--- config.mk ---
export PLATFORM = sky130hd
export DESIGN_NAME = axis_reg_array_skid
export DESIGN_NICKNAME = d
export VERILOG_FILES = /design/src/rtl/axis_reg_array_skid.sv
export SDC_FILE = /design/constraint.sdc
export NUM_CORES = 2
export LEC_CHECK = 0
export ABC_AREA = 1
export BUFFER_PORTS_ARGS = -buffer_cell sky130_fd_sc_hd__clkbuf_2
export CAP_MARGIN = 0
export CORE_MARGIN = 2
export CORE_UTILIZATION = 35
export DETAILED_ROUTE_END_ITERATION = 12
export SYNTH_ARGS = -nofsm -noshare
export SYNTH_HDL_FRONTEND = slang
export SYNTH_SLANG_ARGS = --single-unit
--- constraint.sdc ---
create_clock -name aclk -period 157.5 [get_ports aclk]
set_clock_uncertainty 0.1 [all_clocks]
set_input_delay 15.75 -clock aclk [delete_from_list [all_inputs] [get_ports aclk]]
set_output_delay 15.75 -clock aclk [all_outputs]
set_load 0.01 [all_outputs]
--- src/rtl/axis_reg_array_skid.sv ---
// axis_reg_array_skid: parametrised AXI4-Stream register-slice chain with occupancy, flush; optional counters via AXIS_REG_ARRAY_STATS_EN
module axis_reg_array_skid #(
  parameter int DATA_BITS = 512,
  parameter int N_STAGES = 2,
  parameter int REG_MODE = 0,
  parameter int OCC_BITS = (N_STAGES == 0) ? 1 : $clog2(2 * N_STAGES + 1)
) (
  input  logic                   aclk,
  input  logic                   areset,
  input  logic                   flush,
  input  logic                   s_axis_tvalid,
  output logic                   s_axis_tready,
  input  logic [DATA_BITS-1:0]   s_axis_tdata,
  input  logic [DATA_BITS/8-1:0] s_axis_tkeep,
  input  logic                   s_axis_tlast,
  output logic                   m_axis_tvalid,
  input  logic                   m_axis_tready,
  output logic [DATA_BITS-1:0]   m_axis_tdata,
  output logic [DATA_BITS/8-1:0] m_axis_tkeep,
  output logic                   m_axis_tlast,
  output logic [OCC_BITS-1:0]    occupancy,
  output logic                   idle
`ifdef AXIS_REG_ARRAY_STATS_EN
  ,
  output logic [31:0]            stat_beats,
  output logic [31:0]            stat_pkts,
  output logic [31:0]            stat_stall
`endif
);
  localparam int KB = DATA_BITS / 8;
  localparam int PW = DATA_BITS + KB + 1;
  typedef enum logic [1:0] {EMPTY, ONE, TWO} slice_state_t;
  logic s_fire, m_fire;
  assign s_fire = s_axis_tvalid && s_axis_tready;
  assign m_fire = m_axis_tvalid && m_axis_tready;
  generate
    if (N_STAGES == 0) begin : g_pass
      assign s_axis_tready = m_axis_tready;
      assign m_axis_tvalid = s_axis_tvalid;
      assign m_axis_tdata = s_axis_tdata;
      assign m_axis_tkeep = s_axis_tkeep;
      assign m_axis_tlast = s_axis_tlast;
      assign occupancy = '0;
      assign idle = 1'b1;
    end else begin : g_chain
      logic [N_STAGES:0] vld;
      logic [PW-1:0] pl [N_STAGES+1];
      logic [OCC_BITS-1:0] occ;
      // Beats offered during flush or reset never enter the chain
      assign vld[0] = s_axis_tvalid && !flush && !areset;
      assign pl[0] = {s_axis_tlast, s_axis_tkeep, s_axis_tdata};
      assign m_axis_tvalid = vld[N_STAGES];
      assign {m_axis_tlast, m_axis_tkeep, m_axis_tdata} = pl[N_STAGES];
      for (genvar i = 0; i < N_STAGES; i++) begin : g_slice
        logic up_r, dn_r;
        if (i == N_STAGES - 1) begin : g_last
          assign dn_r = m_axis_tready;
        end else begin : g_mid
          assign dn_r = g_slice[i+1].up_r;
        end
        if (REG_MODE == 0) begin : g_skid
          slice_state_t st, st_nx;
          logic rdy_q, acc, out;
          logic [PW-1:0] main_q, skid_q;
          assign acc = vld[i] && rdy_q;
          assign out = (st != EMPTY) && dn_r;
          assign up_r = rdy_q;
          assign vld[i+1] = st != EMPTY;
          assign pl[i+1] = main_q;
          // Next state: flush empties the slice, otherwise fill/drain by accept and output
          always_comb begin
            st_nx = flush ? EMPTY :
                    (st == EMPTY) ? (acc ? ONE : EMPTY) :
                    (st == ONE) ? ((acc && !out) ? TWO : (!acc && out) ? EMPTY : ONE) :
                    (out ? ONE : TWO);
          end
          // State and registered ready; ready drops only while both entries are full
          always_ff @(posedge aclk) begin
            if (areset) begin
              st <= EMPTY;
              rdy_q <= 1'b1;
            end else begin
              st <= st_nx;
              rdy_q <= st_nx != TWO;
            end
          end
          // Payload: main feeds the output, skid catches the beat accepted while stalled
          always_ff @(posedge aclk) begin
            if (acc && (st == EMPTY || (st == ONE && out)))
              main_q <= pl[i];
            else if (st == TWO && out)
              main_q <= skid_q;
            if (acc && st == ONE && !out)
              skid_q <= pl[i];
          end
        end else begin : g_fwd
          logic v_q;
          logic [PW-1:0] d_q;
          assign up_r = !v_q || dn_r;
          assign vld[i+1] = v_q;
          assign pl[i+1] = d_q;
          // Single-entry valid: load on accept, clear when drained or flushed
          always_ff @(posedge aclk) begin
            if (areset || flush)
              v_q <= 1'b0;
            else if (vld[i] && up_r)
              v_q <= 1'b1;
            else if (dn_r)
              v_q <= 1'b0;
          end
          // Payload captured on accept only
          always_ff @(posedge aclk) begin
            if (vld[i] && up_r)
              d_q <= pl[i];
          end
        end
      end
      assign s_axis_tready = g_slice[0].up_r && !flush && !areset;
      // Beat count held in the chain
      always_ff @(posedge aclk) begin
        if (areset || flush)
          occ <= '0;
        else
          occ <= occ + OCC_BITS'(s_fire) - OCC_BITS'(m_fire);
      end
      assign occupancy = occ;
      assign idle = occ == '0;
    end
  endgenerate
`ifdef AXIS_REG_ARRAY_STATS_EN
  // Traffic counters; survive flush, wrap naturally
  always_ff @(posedge aclk) begin
    if (areset) begin
      stat_beats <= '0;
      stat_pkts <= '0;
      stat_stall <= '0;
    end else begin
      stat_beats <= stat_beats + 32'(m_fire);
      stat_pkts <= stat_pkts + 32'(m_fire && m_axis_tlast);
      stat_stall <= stat_stall + 32'(m_axis_tvalid && !m_axis_tready);
    end
  end
`endif
endmodule

==> metrics.txt <==
# TYPE chip_impl_metric gauge
chip_impl_metric{name="route.detailed.drc",unit=""} 0
chip_impl_metric{name="totalPowerFinal",unit="W"} 0.00127
chip_impl_metric{name="max-cap-violations",unit=""} 0
chip_impl_metric{name="ctsLongestPathBuffers",unit=""} 3
chip_impl_metric{name="final-max-slew-violation-count",unit=""} 0
chip_impl_metric{name="fin_util",unit=""} 0.420
chip_impl_metric{name="antenna_found_initial",unit=""} 89
chip_impl_metric{name="cts.clk_slew.worst_paths",unit="ps"} 60
chip_impl_metric{name="ff2ff_setup_slack",unit="ps"} 151660
chip_impl_metric{name="insertion_delay",unit="ps"} 880
chip_impl_metric{name="cts.sink_count",unit=""} 2317
chip_impl_metric{name="top_level_pins",unit=""} 1165
chip_impl_info{name="cts_root_buf",value="sky130_fd_sc_hd__clkbuf_16"} 1
chip_impl_metric{name="setup-tns-final",unit="ps"} 0
chip_impl_metric{name="grt_pass1_vias",unit=""} 49100
chip_impl_metric{name="sequential_element_share_of_the_synthesized_area",unit=""} 0.808
chip_impl_metric{name="max_stage_delay",unit="ps"} 550
chip_impl_metric{name="post_drt_via_cell_ratio",unit=""} 4.70
chip_impl_metric{name="fp.dieH",unit="um"} 500
chip_impl_info{name="critical-path-top-delay-family",value="simple AND/OR/NAND/NOR gates"} 1
chip_impl_metric{name="drt_iter0_markers",unit=""} 4563
chip_impl_metric{name="total_number_of_vias",unit=""} 50500
chip_impl_metric{name="numPlacedInstances",unit=""} 10300
chip_impl_metric{name="dpl.hpwl",unit="um"} 150000
chip_impl_metric{name="post_synth_and_or_nand_nor_area_fraction",unit=""} 0.0775
chip_impl_metric{name="dpl-instance-area",unit="um2"} 94700
chip_impl_metric{name="post_synth_inst_count",unit=""} 6158
chip_impl_info{name="r2r_start",value="g_chain.g_slice[0].g_skid.rdy_q$_SDFF_PP1_"} 1
chip_impl_metric{name="wl_per_cell",unit="um"} 21.6
chip_impl_metric{name="cp_data_arrival_time",unit="ps"} 17230
chip_impl_metric{name="cp_data_required_time",unit="ps"} 141650
chip_impl_metric{name="syn_area",unit="um2"} 86000
chip_impl_info{name="crit_path_end_kind",value="output pin"} 1
chip_impl_info{name="cp_common_cell",value="sky130_fd_sc_hd__clkbuf_2"} 1
chip_impl_info{name="crit_chain",value="clkbuf_2, inv_1, nand2_1, nor2_1, clkbuf_2"} 1
chip_impl_metric{name="synth_compound_gate_area_share",unit=""} 0.0677
chip_impl_metric{name="timing.final.setup_violations",unit=""} 0
chip_impl_metric{name="initial_drt_pass_iterations",unit=""} 6
chip_impl_info{name="post-synth-top-count-cell",value="sky130_fd_sc_hd__edfxtp_1"} 1
chip_impl_metric{name="synth_top_cell_area_share",unit=""} 0.806
chip_impl_info{name="timing.setup.critical_path_class",value="in -> out"} 1
chip_impl_info{name="synth_top_family_by_area",value="simple AND/OR/NAND/NOR gates"} 1
chip_impl_info{name="rsz0062_at_grt",value="no"} 1
chip_impl_metric{name="area_delta_synth_final",unit="%"} 19.2
chip_impl_info{name="setup.worst_path.start_class",value="primary input"} 1
chip_impl_info{name="commonest_cells_in_the_netlist",value="sky130_fd_sc_hd__edfxtp_1 (2308), sky130_fd_sc_hd__nand2_1 (1742), sky130_fd_sc_hd__o21ai_0 (1156)"} 1
chip_impl_metric{name="final.period_utilization",unit=""} 0.210
chip_impl_metric{name="synth_edf_count",unit=""} 2308
chip_impl_metric{name="finalNonFillerCells",unit=""} 10700
chip_impl_metric{name="holdPathStages",unit=""} 0
chip_impl_metric{name="p_leak",unit="nW"} 39.6
chip_impl_metric{name="rr_worst_depth",unit=""} 6
chip_impl_metric{name="crit_buf_inv",unit=""} 3
chip_impl_info{name="outcome",value="complete, no violations"} 1
chip_impl_info{name="critical-path-slowest-cell",value="sky130_fd_sc_hd__nor2_1"} 1
chip_impl_metric{name="maximum_number_of_pins_on_one_net_before_global_route_repair",unit=""} 245
chip_impl_metric{name="global_route_wire_length_before_repair",unit="um"} 337000
chip_impl_metric{name="yosysWarnings",unit=""} 0
chip_impl_metric{name="cts_inserted_buffers",unit=""} 236
chip_impl_metric{name="powerDensity",unit="nW/um2"} 12.4
chip_impl_metric{name="synthesis.nets",unit=""} 6743
chip_impl_metric{name="die_w",unit="um"} 500
chip_impl_metric{name="timing.final.hold_violations",unit=""} 0
chip_impl_metric{name="start_util",unit=""} 0.353
chip_impl_metric{name="grt_use_total",unit=""} 0.181
chip_impl_info{name="synth_top_area_cell",value="sky130_fd_sc_hd__edfxtp_1"} 1
chip_impl_metric{name="xor_xnor_cell_area_share_of_the_yosys_netlist",unit=""} 0.000102
chip_impl_metric{name="drive_above_1_share",unit=""} 0.209
chip_impl_metric{name="min_period",unit="ps"} 33080
chip_impl_metric{name="floorplan.die_area",unit="um2"} 250000
chip_impl_metric{name="crit_fanout",unit=""} 5
chip_impl_metric{name="cts-hold-fix-buffers",unit=""} 0
chip_impl_metric{name="grt_overflow",unit=""} 0
chip_impl_info{name="crit-reg2reg-capture",value="g_chain.g_slice[0].g_skid.skid_q[293]$_DFFE_PP_"} 1
chip_impl_metric{name="max-vdd-ir-drop",unit="uV"} 10.9
chip_impl_metric{name="worst-slew-pin-transition",unit="ps"} 1360
chip_impl_info{name="worst_hold_path.endpoint",value="g_chain.g_slice[1].g_skid.skid_q[279]$_DFFE_PP_"} 1
chip_impl_metric{name="post-route-cell-area",unit="um2"} 102000
chip_impl_metric{name="synth-adder-area-share",unit=""} 0.000524
chip_impl_metric{name="num-nets-final",unit=""} 7882
chip_impl_metric{name="core_area",unit="um2"} 244000
chip_impl_metric{name="synth.area.mux_share",unit=""} 0
chip_impl_metric{name="mean_instance_size_in_the_synthesized_netlist",unit="um2"} 14.0
chip_impl_info{name="min_path_type",value="reg -> reg"} 1
chip_impl_metric{name="post_cts_buffers",unit=""} 0
chip_impl_metric{name="max_freq",unit="MHz"} 30.2
chip_impl_metric{name="cts-htree-levels",unit=""} 4
chip_impl_metric{name="port_buffers",unit=""} 1164
chip_impl_metric{name="postSynthRegisterBits",unit=""} 2317
chip_impl_metric{name="finalWeightedCongestion",unit=""} 0.859
chip_impl_metric{name="detail_route.wirelength",unit="um"} 232000
chip_impl_metric{name="num_rows",unit=""} 181
chip_impl_info{name="cts_tree",value="done"} 1
chip_impl_metric{name="ys_types",unit=""} 26
chip_impl_metric{name="cts-resized-gates",unit=""} 0
chip_impl_info{name="synth_ff_type",value="sky130_fd_sc_hd__edfxtp_1"} 1
chip_impl_info{name="min-delay-start",value="g_chain.g_slice[0].g_skid.main_q[279]$_DFFE_PP_"} 1
chip_impl_info{name="synth.area.top_cells",value="sky130_fd_sc_hd__edfxtp_1 (81%), sky130_fd_sc_hd__nand2_1 (7.6%), sky130_fd_sc_hd__o21ai_0 (6.7%)"} 1
chip_impl_metric{name="relSlewSlack",unit=""} 0.0903
chip_impl_metric{name="share_of_async_settable_or_async_resettable_flops_after_synthesis",unit=""} 0
chip_impl_metric{name="drtAntennaViolNets",unit=""} 0
power breakdown:
part	switching, W	leakage, nW	internal, W
logic	0.0000236	14.9	0.0000106
registers	0.00000287	21.0	0.000683
clock network	0.000241	3.72	0.000309
total	0.000267	39.6	0.00100
worst reg2reg max path, stage by stage, from the launching register on:
cell and delay [ps]:
sky130_fd_sc_hd__dfxtp_1 370, sky130_fd_sc_hd__nand4_4 820, sky130_fd_sc_hd__buf_4 780, sky130_fd_sc_hd__nor4_2 720, sky130_fd_sc_hd__buf_4 850, sky130_fd_sc_hd__buf_12 600
sky130_fd_sc_hd__buf_4 1130
per-stage QoR:
step                worst slack [ps]  hold slack (ps)
floorplan                      83940              326
global placement              124320              328
detailed placement            124340              332
CTS                           124340              306
global route                  124320              321
finish                        124430              305
logic make-up (layout without fill, tap and decap cells):
kind of cell    Yosys count  after routing
other cells               0             39
flops                  2317           2317
xor+xnor                  1              1
compound gates         1162           1162
buf+inv                 912           2259
fa+ha+maj                 3              3
simple gates           1763           1763
layout by cell type (no fill, tap or decap), drive strengths merged:
master and count:
clkinv 125, a21oi 2, nor3 1, edfxtp 2308
nor4 1, inv 602, xnor2 1, nor3b 1
clkinvlp 7, nor2 10, dfxtp 9, bufinv 18
nand4 2, ha 2, nand3 6, o21ai 1158
o31ai 1, diode 39, clkbuf 1451, o22ai 1
buf 56, fa 1, nand2 1742
cell type report:
| type | instances | area [um2] |
|---|---|---|
| Clock buffer | 287 | 6160 |
| Timing Repair Buffer | 1220 | 6400 |
| Multi-Input combinational cell | 2929 | 12600 |
| Tap cell | 3202 | 4010 |
| Fill cell | 22600 | 141000 |
| Inverter | 593 | 2230 |
| Sequential cell | 2317 | 69500 |
| Antenna cell | 39 | 97.6 |
| Clock inverter | 159 | 1470 |
state kept, by name (all words and copies together), names as in the netlist:
register	flops
g_chain.g_slice.g_skid.main_q	1154
g_chain.g_slice.g_skid.skid_q	1154
occupancy	3
g_chain.g_slice.dn_r	1
g_chain.g_slice.g_skid.st	4
g_chain.g_slice.g_skid.rdy_q	1
routing by layer:
layer  part of all wire  vias to the layer above  GRT usage  routed length (um)
met1               0.39                    24400      0.226               91000
met5             0.0025                        -          0                 575
met4              0.036                       88     0.0668                8440
met3               0.10                      430     0.0648               23200
li1                   -                    23700          -                   -
met2               0.47                     1852      0.289              109000
worst max-delay path by stage:
stage | depth (start not counted) | start | to
finish | 5 | flush | s_axis_tready
CTS | 5 | flush | s_axis_tready
global placement | 5 | flush | s_axis_tready
floorplan | 5 | flush | g_chain.g_slice[0].g_skid.skid_q[0]$_DFFE_PP_
global route | 5 | flush | s_axis_tready
detailed placement | 5 | flush | s_axis_tready
No activity file was read; power rests on OpenSTA's default activity.
